### src/rtl/osc_reset_sequencer.sv
// ---------------------------------------------------------------------------
// osc_reset_sequencer
//
// Power-up reset sequencer for an RC-oscillator clocked fabric. It lets the
// oscillator settle, pulses the CCC/PLL reset, waits for a filtered PLL lock
// and then for the MSS, and finally releases the fabric core reset and the
// fabric peripheral reset in a staggered order. Lock timeouts are retried a
// limited number of times before parking in FAULT. Losing lock after the
// PLL has been accepted restarts the sequence from the PLL reset.
//
// Ports
//   clk          : fabric clock, the only clock
//   reset        : synchronous active-high reset
//   pll_lock     : CCC PLL lock, asynchronous to clk
//   mss_ready    : MSS reset-done, synchronous to clk
//   retry_req    : single-cycle pulse, restarts the sequence from FAULT
//   ccc_reset    : active-high reset to the CCC/PLL
//   fabric_reset : active-high fabric core reset
//   periph_reset : active-high fabric peripheral reset
//   ready        : high only in RUN
//   lock_fail    : high only in FAULT
//   state        : current FSM state (debug/observation)
//   retry_count  : lock timeouts in the current attempt series, saturating
//
// All outputs come straight from flops; the output flops are loaded from
// the next-state decode so they change on the same edge as the state.
// ---------------------------------------------------------------------------
module osc_reset_sequencer #(
   parameter int STARTUP_CYCLES = 1024,
   parameter int PLL_RST_CYCLES = 16,
   parameter int LOCK_FILTER    = 16,
   parameter int LOCK_TIMEOUT   = 65535,
   parameter int STAGGER_CYCLES = 8,
   parameter int MAX_RETRIES    = 3
) (
   input  logic       clk,
   input  logic       reset,
   input  logic       pll_lock,
   input  logic       mss_ready,
   input  logic       retry_req,
   output logic       ccc_reset,
   output logic       fabric_reset,
   output logic       periph_reset,
   output logic       ready,
   output logic       lock_fail,
   output logic [2:0] state,
   output logic [3:0] retry_count
);

   localparam logic [15:0] P_STARTUP = 16'(STARTUP_CYCLES);
   localparam logic [15:0] P_PLL_RST = 16'(PLL_RST_CYCLES);
   localparam logic [15:0] P_FILTER  = 16'(LOCK_FILTER);
   localparam logic [15:0] P_TIMEOUT = 16'(LOCK_TIMEOUT);
   localparam logic [15:0] P_STAGGER = 16'(STAGGER_CYCLES);
   localparam logic [15:0] P_RETRIES = 16'(MAX_RETRIES);

   typedef enum logic [2:0] {
      WAIT_OSC   = 3'd0,
      PLL_RST    = 3'd1,
      WAIT_LOCK  = 3'd2,
      WAIT_MSS   = 3'd3,
      REL_FAB    = 3'd4,
      REL_PERIPH = 3'd5,
      RUN        = 3'd6,
      FAULT      = 3'd7
   } state_t;

   state_t      cur_st, nxt_st;
   logic [15:0] cnt;
   logic [15:0] filt, filt_nxt;
   logic [3:0]  retry_nxt, retry_inc;
   logic        lock_m, lock_s;
   logic        ccc_nxt, fab_nxt, per_nxt, rdy_nxt, fail_nxt;

   assign state = cur_st;

   // Two-flop synchronizer for the PLL lock. While the PLL is held in reset
   // its lock output means nothing, so the synchronizer is flushed; lock is
   // only counted from samples taken after ccc_reset has been released.
   always_ff @(posedge clk) begin
      if (reset || ccc_reset) begin
         lock_m <= 1'b0;
         lock_s <= 1'b0;
      end else begin
         lock_m <= pll_lock;
         lock_s <= lock_m;
      end
   end

   always_comb begin
      nxt_st    = cur_st;
      filt_nxt  = '0;
      retry_nxt = retry_count;
      retry_inc = (retry_count == 4'hF) ? 4'hF : retry_count + 4'd1;
      case (cur_st)
         WAIT_OSC: begin
            if (cnt == P_STARTUP - 16'd1) nxt_st = PLL_RST;
         end
         PLL_RST: begin
            if (cnt == P_PLL_RST - 16'd1) nxt_st = WAIT_LOCK;
         end
         WAIT_LOCK: begin
            if (lock_s) filt_nxt = filt + 16'd1;
            // Filter pass is checked first so it wins over a same-cycle timeout.
            if (lock_s && (filt == P_FILTER - 16'd1)) begin
               nxt_st = WAIT_MSS;
            end else if (cnt == P_TIMEOUT - 16'd1) begin
               retry_nxt = retry_inc;
               nxt_st    = ({12'd0, retry_inc} < P_RETRIES) ? PLL_RST : FAULT;
            end
         end
         WAIT_MSS: begin
            if (!lock_s)        nxt_st = PLL_RST;
            else if (mss_ready) nxt_st = REL_FAB;
         end
         REL_FAB: begin
            if (!lock_s)                          nxt_st = PLL_RST;
            else if (cnt == P_STAGGER - 16'd1)    nxt_st = REL_PERIPH;
         end
         REL_PERIPH: begin
            if (!lock_s)                          nxt_st = PLL_RST;
            else if (cnt == P_STAGGER - 16'd1)    nxt_st = RUN;
         end
         RUN: begin
            if (!lock_s) nxt_st = PLL_RST;
         end
         FAULT: begin
            if (retry_req) begin
               nxt_st    = PLL_RST;
               retry_nxt = 4'd0;
            end
         end
         default: nxt_st = WAIT_OSC;
      endcase
      // A successful bring-up ends the current attempt series.
      if (nxt_st == RUN && cur_st != RUN) retry_nxt = 4'd0;
      if (nxt_st != cur_st) filt_nxt = '0;

      // Output decode from the next state keeps the release order intact on
      // every edge: periph released implies fabric released implies PLL run.
      ccc_nxt  = (nxt_st == WAIT_OSC) || (nxt_st == PLL_RST) || (nxt_st == FAULT);
      fab_nxt  = !((nxt_st == REL_FAB) || (nxt_st == REL_PERIPH) || (nxt_st == RUN));
      per_nxt  = !((nxt_st == REL_PERIPH) || (nxt_st == RUN));
      rdy_nxt  = (nxt_st == RUN);
      fail_nxt = (nxt_st == FAULT);
   end

   always_ff @(posedge clk) begin
      if (reset) begin
         cur_st       <= WAIT_OSC;
         cnt          <= '0;
         filt         <= '0;
         retry_count  <= 4'd0;
         ccc_reset    <= 1'b1;
         fabric_reset <= 1'b1;
         periph_reset <= 1'b1;
         ready        <= 1'b0;
         lock_fail    <= 1'b0;
      end else begin
         cur_st <= nxt_st;
         // Single cycle counter shared by all timed states; saturates in the
         // untimed states so it never wraps back onto a terminal count.
         if (nxt_st != cur_st)  cnt <= '0;
         else if (cnt != '1)    cnt <= cnt + 16'd1;
         filt         <= filt_nxt;
         retry_count  <= retry_nxt;
         ccc_reset    <= ccc_nxt;
         fabric_reset <= fab_nxt;
         periph_reset <= per_nxt;
         ready        <= rdy_nxt;
         lock_fail    <= fail_nxt;
      end
   end

endmodule
### config.mk
export PLATFORM = sky130hd
export DESIGN_NAME = osc_reset_sequencer
export DESIGN_NICKNAME = d
export VERILOG_FILES = /design/src/rtl/osc_reset_sequencer.sv
export SDC_FILE = /design/constraint.sdc
export NUM_CORES = 1
export LEC_CHECK = 0
export BUFFER_PORTS_ARGS = -buffer_cell sky130_fd_sc_hd__buf_2
export CAP_MARGIN = 20
export CORE_ASPECT_RATIO = 1.1
export CORE_UTILIZATION = 31
export CTS_CLUSTER_SIZE = 25
export DETAILED_ROUTE_END_ITERATION = 10
export PLACE_DENSITY_LB_ADDON = 0.1
export SETUP_SLACK_MARGIN = 0.2
export SLEW_MARGIN = 25
export SYNTH_ARGS = -nofsm -noshare
export SYNTH_HDL_FRONTEND = slang
export SYNTH_SLANG_ARGS = --single-unit
### constraint.sdc
create_clock -name clk -period 3.22 [get_ports clk]
set_input_delay 0.161 -clock clk [delete_from_list [all_inputs] [get_ports clk]]
set_output_delay 0.161 -clock clk [all_outputs]
set_load 0.02 [all_outputs]
Word level (Yosys, flattened, before mapping)
Cells that the tools add are included.
Word-level totals
  input port bits: 5
  word-level logic and storage cells: 77
  register bits after elaboration: 46
  output and inout bits: 12
Cells by class
  $lt $le $gt $ge: 1
  muxes and demuxes: 19
  reduce and logical (&&, ||, !) cells: 17
  equality and inequality tests: 24
  bitwise logic cells: 2
  add/sub/neg operators: 3
Operators by type and width (count)
  two-way mux 3 bit: 13
  adder 16 x 1 -> 16 bit, second input constant: 2
  equality test 16 x 4 -> 1 bit, second input constant: 2
  equality test 3 bit, second input constant: 8
  case mux 3 bit (8 select lines): 1
  equality test 16 x 10 -> 1 bit, second input constant: 1
  equality test 16 bit, second input constant: 1
  equality test 16 x 3 -> 1 bit, second input constant: 1
  two-way mux 4 bit: 4
  != test 16 bit, second input constant: 1
  case mux 4 bit (2 select lines): 1
  equality test 3 x 1 -> 1 bit, second input constant: 2
  equality test 3 x 2 -> 1 bit, second input constant: 2
  zero test 3 bit: 2
  logical OR 1 bit: 6
  != test 2 bit, second input constant: 3
  adder 4 x 1 -> 4 bit, second input constant: 1
  equality test 4 bit, second input constant: 1
  less-than comparator 4 x 2 -> 1 bit, second input constant: 1
  AND reduction 4 bit: 1
  OR reduction 2 bit: 2
  OR reduction 4 bit: 1
  != test 3 bit: 1
  != test 3 bit, second input constant: 1
  4 further kinds: 7

Logic depth before layout (Yosys ltp)
  depth after elaboration: 11
  gate-level depth with buffers: 10

Worst setup path after synthesis
OpenSTA, ideal clock, no wires.
  kind: flip-flop to flip-flop
  from: reg cnt[4]
  to: reg cnt[14]
  path slack: 0.497 ns
  data arrival time: 2.650 ns
  cell stages (with the launch flop): 9
  data required time: 3.147 ns
  cell sequence: dfxtp_1 buf_6 or4_4 o41a_1 a2111oi_2 nor4_1 a2111o_1 buf_6 nor3_2
On the way
  word-level cells in the longest chain between the ends: 6
  elaborated cells between the ends (all ways): 17
  those cells by class: 1 x add/sub; 6 x eq/ne; 9 x mux; 1 x reduce/logical
Ends and longest elaborated chain
  from (decl): RTL line 69  | logic [15:0] cnt;
  from (signal assigned): RTL line 164  | else if (cnt != '1) cnt <= cnt + 16'd1;
  equality test 16 x 3 -> 1 bit or equality test 16 bit (tied branches): RTL line 118, 122, 107
  two-way mux 3 bit, on equally long branches: RTL line 122, 107, 118
  two-way mux 3 bit, on equally long branches: RTL line 121, 105, 117
  case mux 3 bit (8 select lines): RTL line 95  | case (cur_st)
  != test 3 bit: RTL line 163  | if (nxt_st != cur_st) cnt <= '0;
  OR reduction 2 bit (no source line)
Several ways; a longest one is shown, not always the timed one.
A chain may end at the register's enable or synchronous reset.

Final worst setup path
  from: reg cnt[1]
  to: reg cnt[4]
The elaborated chain is that of the path after synthesis.

==> key figures <==
Outcome
  – Status: finished, final reports clean

Floorplan
  – Area of the die: 0.00843 sq mm
  – Core footprint: about 0.0076 sq mm
  – Starting density of the core: between 30% and 40%
  – FP Rows: 33
  – IO Pins: 17
  – Chip Height: ~96 um
  – Die Width: 87.6 um

Yosys
  – Sequential area share after synthesis: 36.8%
  – Post-Synth XOR/XNOR Area: 9.81%
  – Main synth FF type: dfxtp_1
  – Average size of a mapped cell: 8.59 sq um
  – Synth warn: 0
  – Post-Synth Simple-Gate Area: between 30% and 40%
  – Leading area contributor after synthesis: dfxtp_1
  – Largest family of logic cells by synthesized area: simple AND/OR/NAND/NOR gates
  – Ys async rst share: 0%
  – Synth Area in Compound Gates: 11.5%
  – Post-synthesis adder-cell area fraction: 2.00%
  – Flip-flop and latch count after synthesis: 46
  – Mapped Cells: just under 300
  – Syn Nets: 300
  – Synth top area cells: dfxtp_1, xor2_1, nor3_1, xnor2_1, nand3_1
  – Post-synth top cells: dfxtp_1, nor3_1, nor2_1
  – Post-synthesis mux area share: 1.20%
  – Synth cell types: 50
  – Syn Std Cell Area: about 0.0025 sq mm
  – Count leader, synth: dfxtp_1
  – Synth top area share: 36.8%
  – Number of synthesized flops with an enable pin: 0

Timing
  – Final hold vios: 0
  – Tightest Pin Transition: between 0.8 and 0.9 ns
  – Hold slack: 0.114 ns
  – Fin. max-slew vios: 0
  – Fin crit period: 2.86 ns
  – Unrepaired setup endpoints after global routing: false
  – Clk_skew: 0.0164 ns
  – Final WS setup: 0.360 ns
  – Fin crit share: around 89%
  – Setup Viol. Count Final: 0
  – Total negative setup slack: 0 ns
  – Worst slew margin: between 40% and 50%
  – Fmax: 350 MHz

Worst setup path
  – Crit Path Category: reg -> reg
  – Worst path required time: 3.44 ns
  – Worst Setup End Kind: flop
  – FF-to-FF path depth: 8
  – Crit Path Max Fanout: 16
  – Critical Path AT: 3.08 ns
  – Startpoint types: flop

Finish
  – Layout cells sized above 1: between 10% and 20%
  – Multi-input logic area: ~0.0015 sq mm
  – Fin nets: 315
  – Antenna cells: 0
  – Syn-to-layout area delta: 12.4%
  – Fillcell total: 818
  – Post-route insts no fill: 412
  – Reg area: 921 sq um

Placement
  – Placed cells: 404
  – Detailed placement HPWL: 4.14 mm
  – Pre-CTS WS: between 0.3 and 0.4 ns
  – GP Congestion: 0.812
  – # port buffers: 16

Pwr
  – Comb power frac: 2.9%
  – Clock share of power: 42.1%
  – Net Sw Frac: 21.8%
  – Psw: roughly 0.23 mW
  – Sequential power share: 55.0%
  – Power density over cell area: 371 mW/mm^2
  – LEAKAGE: 0.908 nW
  – Power Internal: 0.816 mW
  – Peak VDD IR: 0.178 mV

Clock tree
  – H-tree Lvls: 2
  – Hold_buf cts: 0
  – Num CTS Buffers: 5
  – CTS resizes: 0
  – Setup Buffers After CTS: 0
  – CTS clk-pin slew, worst paths: 0.09 ns
  – CTS tree: yes
  – CTS Root Cell: clkbuf_8
  – CTS max path bufs: 2
  – Clock sinks: 46
  – Worst skew pair latency: between 0.3 and 0.4 ns

Routing
  – First-pass DRT Iterations: 4
  – Met3 wire len: 146 um
  – Routed length per placed instance: 14.0 um
  – Top sig layer: met4
  – Routed Antenna Nets: 0
  – DRC: 0
  – Final WL: 5.75 mm
  – Initial DRC Count: 101
  – Wl on met1: 2.75 mm
  – Via density per instance: 5.29
  – Via count: about 2.2k
  – Met2 WL: about 2.7 mm

Global route
  – Vias in the first global route: 2070
  – Initial antenna violation count: 0
  – Grt total ovfl: 0
  – Tot GR Track Use: 15.2%
  – Largest net degree at the start of global routing: 33
  – First-pass GRT wire length: 9.93 mm

Worst hold path
  – Hold WC Path Type: in -> reg
  – WHS Path Cells: 2

Job
  – Maxcap violations: 0
==> routing by layer <==
metal,vias up,global-route usage (%)
met5,-,0
met4,0,6.97
met3,11,3.00
met2,32,25.4
met1,1027,18.8
li1,1109,-
==> metrics by stage <==
step	power [mW]	util [%]	instance area, sq um
6_report	1.04	36.8	2810
5_1_grt	1.09	36.8	2810
4_1_cts	1.06	36.8	2810
3_5_place_dp	0.617	35.3	2700
3_3_place_gp	0.617	35.3	2700
2_1_floorplan	0.608	-	2500
==> registers in the layout, summed over array words and instances (netlist names) <==
name,cells
cnt,16
filt,16
retry_count,4
state,3
ccc_reset,1
fabric_reset,1
lock_fail,1
lock_m,1
lock_s,1
periph_reset,1
ready,1
==> power by group through the flow <==
stage                     registers [mW]  logic (mW)  clock network (mW)
after global placement             0.587      0.0298                   0
after global routing               0.575      0.0339               0.482
after floorplan                    0.587      0.0216                   0
final                              0.574      0.0299               0.439
after detailed placement           0.588      0.0299                   0
after CTS                          0.574      0.0299               0.459
==> layout by cell type, fill, tap and decap left out, drive strengths merged, types with 4 or more instances in the layout <==
cell type and n:
o21ai 6, nand3 21, dfxtp 46, nor3b 4, inv 8, nor3 36
clkbuf 6, xor2 15, or4 5, nand2 12, ha 4, a21oi 10
xnor2 13, and3 4, nor4 11, nor2 22, nor4b 6, buf 21
nand4 9
==> path summary, 6_finish.rpt <==
kind | startpoint | end | slack (ns)
worst max-delay path | cnt[1]$_SDFFE_PP0P_ | cnt[4]$_SDFFE_PP0P_ | 0.36
worst min-delay path | pll_lock | lock_m$_SDFF_PP0_ | 0.11
worst max register to register | cnt[1]$_SDFFE_PP0P_ | cnt[4]$_SDFFE_PP0P_ | 0.36
worst min register to register | lock_m$_SDFF_PP0_ | lock_s$_SDFF_PP0_ | 0.46
==> cell type report <==
class	count	share of cell area, %
tap	105	4.67
timing repair buffer	21	4.63
sequential	46	32.8
clock buffer	6	2.58
inverter	8	1.07
multi-input combinational	224	52.9
clock inverter	2	1.34
==> cells by family (layout without fill, tap and decap cells) <==
logic type               Yosys count  after routing
XOR/XNOR                          28             28
flip-flops                        46             46
AO/OA/AOI/OAI                     41             41
buffers and inverters             21             37
multiplexers                       3              3
adder cells (fa/ha/maj)            4              4
AND/OR/NAND/NOR                  148            148
==> critical path, stage by stage, from the launching register on <==
cell and delay [ns]:
dfxtp_1 0.38, ha_2 0.24, or4bb_1 0.43, o41a_1 0.39, a2111oi_2 0.37, nor4_1 0.16
a2111o_1 0.42, buf_4 0.22, nor3_1 0.18
(Power assumes the default switching activity.)
